## config.mk

```make
export PLATFORM = sky130hd
export DESIGN_NAME = cpu_uart_mmio
export DESIGN_NICKNAME = d
export VERILOG_FILES = /design/src/rtl/cpu_uart_mmio.sv
export SDC_FILE = /design/constraint.sdc
export NUM_CORES = 1
export LEC_CHECK = 0
export ABC_AREA = 1
export BUFFER_PORTS_ARGS = -buffer_cell sky130_fd_sc_hd__buf_2
export CORE_MARGIN = 5
export CORE_UTILIZATION = 45
export CTS_BUF_LIST = sky130_fd_sc_hd__clkbuf_8
export CTS_CLUSTER_DIAMETER = 100
export CTS_CLUSTER_SIZE = 20
export DETAILED_ROUTE_END_ITERATION = 16
export GPL_TIMING_DRIVEN = 0
export PLACE_DENSITY_LB_ADDON = 0.05
export SETUP_SLACK_MARGIN = 0.4
export SLEW_MARGIN = 20
export SYNTH_ARGS = -nofsm -noshare
export SYNTH_HDL_FRONTEND = slang
export SYNTH_SLANG_ARGS = --single-unit
```

## constraint.sdc

```tcl
create_clock -name clk -period 7.2 [get_ports clk]
set_input_delay 0.36 -clock clk [delete_from_list [all_inputs] [get_ports clk]]
set_output_delay 0.36 -clock clk [all_outputs]
set_load 0.05 [all_outputs]
```

## src/rtl/cpu_uart_mmio.sv

```systemverilog
// UART register window on the CPU DMEM port: TX/RX byte FIFOs, status/control
// registers, and BRAM write suppression inside the window.
module cpu_uart_mmio #(
  parameter logic [15:0] MMIO_BASE  = 16'hFF00,
  parameter int unsigned FIFO_DEPTH = 16,
  parameter int unsigned FIFO_AW    = 4
) (
  input  logic        clk,
  input  logic        rst_n,
  input  logic [15:0] addrb,
  input  logic [3:0]  web_cpu,
  input  logic [31:0] dib,
  input  logic        rd_en,
  input  logic [31:0] dob_bram,
  output logic [31:0] dob_cpu,
  output logic [3:0]  web_bram,
  input  logic        rx_byte_done,
  input  logic [7:0]  rx_data,
  input  logic        tx_ready,
  output logic        tx_start,
  output logic [7:0]  tx_data
);

  localparam logic [FIFO_AW:0] CntFull = FIFO_DEPTH[FIFO_AW:0];

  logic [7:0]         rx_mem [FIFO_DEPTH];
  logic [7:0]         tx_mem [FIFO_DEPTH];
  logic [FIFO_AW-1:0] rx_wp_q, rx_rp_q, tx_wp_q, tx_rp_q;
  logic [FIFO_AW:0]   rx_cnt_q, rx_cnt_d, tx_cnt_q, tx_cnt_d;
  logic               ovr_q, ovr_d;
  logic               sel_q;
  logic [31:0]        rdata_q, rdata_d;
  logic               tx_start_q;
  logic [7:0]         tx_data_q;
  logic               guard_q, guard_d, gcnt_q, gcnt_d;

  logic       hit, cpu_wr;
  logic [1:0] off;
  logic       rx_empty, rx_full, tx_empty, tx_full;
  logic       rx_push, rx_pop, tx_push, tx_pop, ovr_set, ovr_clr;

  assign hit      = (addrb[15:8] == MMIO_BASE[15:8]);
  assign off      = addrb[3:2];
  assign web_bram = hit ? 4'b0000 : web_cpu;
  assign cpu_wr   = hit & (|web_cpu);

  assign rx_empty = (rx_cnt_q == '0);
  assign rx_full  = (rx_cnt_q == CntFull);
  assign tx_empty = (tx_cnt_q == '0);
  assign tx_full  = (tx_cnt_q == CntFull);

  assign rx_pop  = hit & rd_en & (off == 2'd0) & ~rx_empty;
  assign rx_push = rx_byte_done & (~rx_full | rx_pop);
  assign ovr_set = rx_byte_done & rx_full & ~rx_pop;
  assign ovr_clr = cpu_wr & (off == 2'd2) & dib[2];
  assign ovr_d   = ovr_set | (ovr_q & ~ovr_clr);

  // Drain is blocked while a start is in flight and until the UART drops tx_ready.
  assign tx_pop  = ~tx_empty & tx_ready & ~tx_start_q & ~guard_q;
  assign tx_push = cpu_wr & (off == 2'd0) & (~tx_full | tx_pop);

  assign rx_cnt_d = rx_cnt_q + (FIFO_AW+1)'(rx_push) - (FIFO_AW+1)'(rx_pop);
  assign tx_cnt_d = tx_cnt_q + (FIFO_AW+1)'(tx_push) - (FIFO_AW+1)'(tx_pop);

  always_comb begin
    rdata_d = rdata_q;
    if (hit && rd_en) begin
      case (off)
        2'd0:    rdata_d = {24'h0, rx_empty ? 8'h00 : rx_mem[rx_rp_q]};
        2'd1:    rdata_d = {28'h0, tx_empty, ovr_q, tx_full, ~rx_empty};
        default: rdata_d = 32'h0;
      endcase
    end
  end

  always_comb begin
    guard_d = guard_q;
    gcnt_d  = gcnt_q;
    if (tx_start_q) begin
      guard_d = 1'b1;
      gcnt_d  = 1'b0;
    end else if (guard_q) begin
      if (!tx_ready || gcnt_q) begin
        guard_d = 1'b0;
      end else begin
        gcnt_d = 1'b1;
      end
    end
  end

  always_ff @(posedge clk or negedge rst_n) begin
    if (!rst_n) begin
      rx_wp_q    <= '0;
      rx_rp_q    <= '0;
      rx_cnt_q   <= '0;
      tx_wp_q    <= '0;
      tx_rp_q    <= '0;
      tx_cnt_q   <= '0;
      ovr_q      <= 1'b0;
      sel_q      <= 1'b0;
      rdata_q    <= 32'h0;
      tx_start_q <= 1'b0;
      tx_data_q  <= 8'h00;
      guard_q    <= 1'b0;
      gcnt_q     <= 1'b0;
    end else begin
      if (rx_push) rx_wp_q <= rx_wp_q + 1'b1;
      if (rx_pop)  rx_rp_q <= rx_rp_q + 1'b1;
      if (tx_push) tx_wp_q <= tx_wp_q + 1'b1;
      if (tx_pop)  tx_rp_q <= tx_rp_q + 1'b1;
      rx_cnt_q   <= rx_cnt_d;
      tx_cnt_q   <= tx_cnt_d;
      ovr_q      <= ovr_d;
      sel_q      <= hit & rd_en;
      rdata_q    <= rdata_d;
      tx_start_q <= tx_pop;
      if (tx_pop) tx_data_q <= tx_mem[tx_rp_q];
      guard_q    <= guard_d;
      gcnt_q     <= gcnt_d;
    end
  end

  always_ff @(posedge clk) begin
    if (rx_push) rx_mem[rx_wp_q] <= rx_data;
    if (tx_push) tx_mem[tx_wp_q] <= dib[7:0];
  end

  assign dob_cpu  = sel_q ? rdata_q : dob_bram;
  assign tx_start = tx_start_q;
  assign tx_data  = tx_data_q;

endmodule

```

# == Word-level counts from Yosys, hierarchy flattened ==
# Memory sizes are Yosys's and may differ from the RTL's. A register that Yosys moved wholly into a read port is not among the register bits.
# Cells that the tools add are included.
# totals
latch_bits,0
output_inout_bits,45
ram_bits,256
memories,2
rom_bits,0
register_bits,63
# op_classes
bitwise,26
add_sub_neg,8
mul,0
n_mux,14
magnitude_cmp,0
shifts,0
eq_ne,6
div,0
n_reduce_logical,10
# memory_table
memory,depth,word_bits,read_ports,rd_clocked_by_memory_dff,write_ports,line_no,text
rx_mem,16,8,1,0,1,26,logic [7:0] rx_mem [FIFO_DEPTH];
tx_mem,16,8,1,1,1,27,logic [7:0] tx_mem [FIFO_DEPTH];
# ops
op,n
$mux W32,1
$add A4 B1 Y4 const B,4
$pmux W8 S2,1
$and A1 B1 Y1,15
$add A5 B1 Y5,2
$eq A5 B5 Y1 const B,2
$logic_not A5 Y1,2
$mux W1,10
$sub A5 B1 Y5,2
$eq A8 B8 Y1 const B,1
$mux W8,1
$not A1 Y1,8
$mux W4,1
$reduce_or A4 Y1,1
$or A1 B1 Y1,3
$eq A2 B1 Y1 const B,1
$eq A2 B2 Y1 const B,1
$logic_not A1 Y1,2
$logic_not A2 Y1,1
$ne A2 B2 Y1 const B,1
$reduce_and A2 Y1,1
$reduce_bool A2 Y1,1
$logic_and A1 B1 Y1,1
$logic_or A1 B1 Y1,1

# == Longest topological paths before layout ==
# logic_depth
ltp_word,9
depth_mapped,16

# == Worst setup path after synthesis ==
# No wires, ideal clock.
# synth_path
path_type,reg-to-reg
from,"reg tx_start_q, in the netlist tx_start"
to,reg tx_cnt_q[4]
n_path_buf,2
required_ns,7.121
setup_time_ns,0.079
setup_slack_ns,4.546
path_stages_with_launch,15
t_arrival_ns,2.575
cell_sequence,dfrtp_1 -> inv_1 -> nand2_1 -> nor2_1 -> nand2_1 -> buf_2 -> inv_1 -> buf_2 -> ha_1 -> inv_1 -> ha_1 -> inv_1 -> fa_1 -> o21ai_0 -> xor2_1
# synth_via
elab_chain_len,7
# synth_rtl
element,line_no,text
from (decl),33,logic tx_start_q;
from (signal assigned),116,tx_start_q <= tx_pop;
$not A1 Y1 *,59,assign tx_pop = ~tx_empty & tx_ready & ~tx_start_q & ~guard_q;
$and A1 B1 Y1 * (2 in series),59,
named net tx_pop,40,"logic rx_push, rx_pop, tx_push, tx_pop, ovr_set, ovr_clr;"
$or A1 B1 Y1,60,assign tx_push = cpu_wr & (off == 2'd0) & (~tx_full | tx_pop);
$and A1 B1 Y1,60,
$add A5 B1 Y5,63,assign tx_cnt_d = tx_cnt_q + (FIFO_AW+1)'(tx_push) - (FIFO_AW+1)'(tx_pop);
$sub A5 B1 Y5 *,63,
named net tx_cnt_d[4],29,"logic [FIFO_AW:0] rx_cnt_q, rx_cnt_d, tx_cnt_q, tx_cnt_d;"
to (signal assigned),112,tx_cnt_q <= tx_cnt_d;
to (decl),29,
# Mark *: on every way through the listed nets, which the timed path passes. The rest lies on a longest branch.
# A chain may end at the register's enable or synchronous reset.

# == Worst setup path after layout ==
# layout_path
from,reg tx_cnt_q[3]
to,reg tx_cnt_q[4]
# layout_via
elab_chain_len,9
elab_cells_between_ends,11
classes_between,2 x add/sub; 1 x eq/ne; 7 x bitwise; 1 x reduce/logical
# layout_rtl
element,line_no,text
$logic_not A5 Y1 *,49,assign tx_empty = (tx_cnt_q == '0);
$not A1 Y1 *,59,
$and A1 B1 Y1 * (3 in series),59,
named net tx_pop,40,
$or A1 B1 Y1,60,
$and A1 B1 Y1,60,
$add A5 B1 Y5,63,
$sub A5 B1 Y5 *,63,
named net tx_cnt_d[4],29,
# Marked as above.

==> metrics.txt <==
# TYPE chip_impl_metric gauge
chip_impl_info{name="run_status",value="finished, final reports clean"} 1
chip_impl_metric{name="crit_required",unit="ns"} 7.69
chip_impl_info{name="yosysMostFrequentCell",value="edfxtp_1"} 1
chip_impl_info{name="synth_top_flop_cell",value="edfxtp_1"} 1
chip_impl_info{name="synth.top_cells.by_count",value="edfxtp_1, nor2_1, nand2_1"} 1
chip_impl_info{name="cp_slowest_cell",value="fa_1"} 1
chip_impl_metric{name="dp.final_hpwl",unit="mm"} 23.9
chip_impl_metric{name="drc",unit=""} 0
chip_impl_metric{name="antenna_violations_before_repair",unit=""} 0
chip_impl_metric{name="gp_congestion",unit=""} 0.900
chip_impl_metric{name="finalWorstPathRequiredPeriod",unit="ns"} 2.98
chip_impl_metric{name="synth-xor-area-share",unit=""} 0.0119
chip_impl_metric{name="ys_async_sr_fraction",unit=""} 0.155
chip_impl_metric{name="globalRouteTotalUtil",unit=""} 0.203
chip_impl_metric{name="cts_setup_buffers",unit=""} 0
chip_impl_info{name="cp_common_cell",value="inv_1"} 1
chip_impl_metric{name="whs_path_depth",unit=""} 3
chip_impl_metric{name="firstDrtPassIters",unit=""} 5
chip_impl_metric{name="yosysSeqAreaShare",unit=""} 0.668
chip_impl_metric{name="cts_inserted_buffers",unit=""} 19
chip_impl_metric{name="crit_path_max_fanout",unit=""} 11
chip_impl_info{name="worst-setup-path-type",value="reg2reg"} 1
chip_impl_info{name="synth.largest_area_cell",value="edfxtp_1"} 1
chip_impl_metric{name="synth_compound_gate_area_share",unit=""} 0.0788
chip_impl_info{name="cts_tree",value="yes"} 1
chip_impl_metric{name="layout_setup_ws",unit="ns"} 4.22
chip_impl_metric{name="htree_levels",unit=""} 1
chip_impl_metric{name="final_max_slew_viol_count",unit=""} 0
chip_impl_metric{name="maximum_number_of_pins_on_one_net_before_global_route_repair",unit=""} 48
chip_impl_metric{name="yosys_register_bits",unit=""} 303
chip_impl_info{name="synth_area_leaders",value="edfxtp_1, dfrtp_1, nor2_1, nand2_1, o21ai_0"} 1
chip_impl_metric{name="skew",unit="ns"} 0.0486
chip_impl_metric{name="worst_setup_hold_path_clk_slew",unit="ns"} 0.12
chip_impl_metric{name="cts-root-to-sink-buffers",unit=""} 3
chip_impl_metric{name="routed_via_density",unit=""} 5.28
chip_impl_metric{name="die_width",unit="µm"} 182
chip_impl_metric{name="io-pin-count",unit=""} 142
chip_impl_metric{name="synth.yosys.warnings",unit=""} 0
chip_impl_metric{name="total_detailed_routing_wirelength",unit="mm"} 34.4
chip_impl_metric{name="total_leakage_power",unit="nW"} 5.78
chip_impl_metric{name="layout.core_utilization",unit=""} 0.508
chip_impl_metric{name="worst_slew_pin_slew",unit="ns"} 1.06
chip_impl_metric{name="cts_hold_buf",unit=""} 1
chip_impl_metric{name="yosysTopAreaCellShare",unit=""} 0.579
chip_impl_metric{name="design.core.area",unit="µm²"} 28900
chip_impl_metric{name="row_count",unit=""} 62
chip_impl_metric{name="fmax",unit="MHz"} 335
chip_impl_metric{name="clkSinkCount",unit=""} 303
chip_impl_info{name="startpoint_type",value="flip-flop"} 1
chip_impl_metric{name="ctsResizeCount",unit=""} 0
chip_impl_metric{name="cap_violations",unit=""} 0
chip_impl_metric{name="mapped_cell_area",unit="µm²"} 13300
chip_impl_metric{name="die_outline_height",unit="µm"} 182
chip_impl_metric{name="layout.filler_cells",unit=""} 2622
chip_impl_metric{name="layout_worst_path_cycle_share",unit=""} 0.414
chip_impl_metric{name="reg2regPathDepth",unit=""} 14
chip_impl_metric{name="sequential_cell_area",unit="µm²"} 8860
chip_impl_metric{name="detailroute.via_count",unit=""} 9101
chip_impl_metric{name="synth_edf_count",unit=""} 256
chip_impl_metric{name="postLayoutCellArea",unit="µm²"} 14700
chip_impl_metric{name="timing.final.hold_violations",unit=""} 0
chip_impl_info{name="grt_setup_unrepaired",value="no"} 1
chip_impl_metric{name="setup_viol_count_final",unit=""} 0
chip_impl_metric{name="synth_adder_area_share",unit=""} 0.0237
chip_impl_info{name="cp-end-kind",value="flip-flop"} 1
chip_impl_metric{name="grt_pass1_wl",unit="mm"} 51.9
chip_impl_metric{name="insertion_delay",unit="ns"} 0.55
chip_impl_metric{name="finalSetupTns",unit="ns"} 0
chip_impl_metric{name="postSynthNetCount",unit=""} 1316
chip_impl_metric{name="peakVddDrop",unit="µV"} 167
chip_impl_metric{name="detail_route.iter0.violations",unit=""} 893
chip_impl_metric{name="finalNetCount",unit=""} 1449
chip_impl_metric{name="synth-simple-area-share",unit=""} 0.153
chip_impl_metric{name="initial_core_util",unit=""} 0.459
chip_impl_metric{name="grt_remaining_overflow",unit=""} 0
chip_impl_metric{name="power_per_cell_area",unit="nW/µm²"} 299
chip_impl_metric{name="synth.mux.area_fraction",unit=""} 0.00509
chip_impl_metric{name="critical_path.max_stage_delay",unit="ns"} 0.43
chip_impl_info{name="timing.critical_path.cells",value="inv_1 -> ha_1 -> nand4_1 -> nand2_1 -> buf_2 -> inv_1 -> buf_2 -> ha_1 -> inv_1 -> ha_1 -> inv_1 -> fa_1 -> o21ai_0 -> xor2_1"} 1
chip_impl_metric{name="placement.cell_area",unit="µm²"} 14400
chip_impl_metric{name="route.detailed.wl_per_inst",unit="µm"} 19.9
chip_impl_info{name="hold_class",value="in2reg"} 1
chip_impl_info{name="synth_top_family_by_area",value="simple AND/OR/NAND/NOR gates"} 1
chip_impl_metric{name="postSynthAreaPerCell",unit="µm²"} 11.1
chip_impl_metric{name="slew_headroom",unit=""} 0.289
chip_impl_metric{name="detail-route-antenna-nets",unit=""} 0
chip_impl_metric{name="drive_gt1_frac",unit=""} 0.165
chip_impl_metric{name="post_synth_inst_count",unit=""} 1195
chip_impl_metric{name="multiInputGateArea",unit="µm²"} 3670
chip_impl_info{name="root_buffer",value="clkbuf_8"} 1
chip_impl_metric{name="cp_data_arrival_time",unit="ns"} 3.47
chip_impl_metric{name="growth_of_design_area_from_synthesis_to_finish",unit="%"} 10.8
chip_impl_metric{name="grt_pass1_vias",unit=""} 8732
chip_impl_metric{name="floorplan.die_area",unit="µm²"} 33000
chip_impl_metric{name="numPortBuffers",unit=""} 111
chip_impl_metric{name="yosysUniqueCellTypes",unit=""} 36
chip_impl_metric{name="pre_cts_slack",unit="ns"} 4.19
chip_impl_metric{name="power",unit="mW"} 4.40
[critical path, delay by kind of cell, from the launching register on]
family                     cells  cell delay, ns
adders and majority gates      4            1.05
buffers and inverters          6            0.80
and+or+nand+nor                2            0.24
DFF                            1            0.42
xor gates and xnor gates       1            0.17
AOI/OAI and AO/OA              1            0.25
[per-stage QoR]
step	hold WS, ns	cells
final	0.0656	1725
after global routing	0.0639	1724
after CTS	0.0308	1724
after global placement	0.441	1690
after detailed placement	0.446	1690
after floorplan	0.0644	1195
[layout make-up]
class / count / share of cell area
Antenna cell: 1 / 0.000170
Buffer: 61 / 0.0248
Clock buffer: 19 / 0.0178
Clock inverter: 14 / 0.00468
Inverter: 115 / 0.0293
Multi-Input combinational cell: 716 / 0.250
Sequential cell: 303 / 0.602
Tap cell: 384 / 0.0327
Timing Repair Buffer: 112 / 0.0386
[worst paths after layout]
kind	end	from	slack [ns]
max in group asynchronous	rx_wp_q[3]$_DFFE_PN0P_	rst_n	6.36
worst max-delay path	tx_cnt_q[4]$_DFF_PN0_	tx_cnt_q[3]$_DFF_PN0_	4.22
min in group asynchronous	tx_data[1]$_DFFE_PN0P_	rst_n	0.38
worst min-delay path	sel_q$_DFF_PN0_	rd_en	0.07
worst max register to register	tx_cnt_q[4]$_DFF_PN0_	tx_cnt_q[3]$_DFF_PN0_	4.22
worst min register to register	gcnt_q$_DFFE_PN0P_	tx_start$_DFF_PN0_	0.46
[kinds of logic (layout without fill, tap and decap cells)]
family	after synthesis	in the layout
simple gates	487	487
flops	303	303
compound gates	181	181
buf+inv	176	321
fa+ha+maj	24	24
xor+xnor	18	18
mux	6	6
other cells	0	1
[where the power goes]
part / switching [mW] / internal [mW] / total [mW]
registers: 0.0713 / 2.06 / 2.13
clock network: 0.544 / 0.258 / 0.802
logic: 1.01 / 0.454 / 1.46
[layout by cell type (no fill, tap or decap), types with 22 or more instances in the layout]
| cell | count |
|---|---|
| buf_2 | 139 |
| inv_1 | 122 |
| nand2_1 | 166 |
| nor2_1 | 212 |
| o211ai_1 | 48 |
| o21ai_0 | 94 |
| edfxtp_1 | 256 |
| ha_1 | 22 |
| nand3_1 | 71 |
| dfrtp_1 | 47 |
[per-layer routing]
metal	track usage	vias up	wire, µm
li1	-	4311	-
met1	0.326	4423	16500
met2	0.299	330	14600
met3	0.0304	37	2780
met4	0.0348	0	546
met5	0	-	0
[sequential cells by signal (all words and copies together) (netlist names)]
name and cells:
gcnt_q 1, guard_q 1, ovr_q 1, rdata_q 8
rx_cnt_q 5, rx_mem 128, rx_rp_q 4, rx_wp_q 4
sel_q 1, tx_cnt_q 5, tx_data 8, tx_mem 128
tx_rp_q 4, tx_start 1, tx_wp_q 4
(Power assumes the default switching activity.)
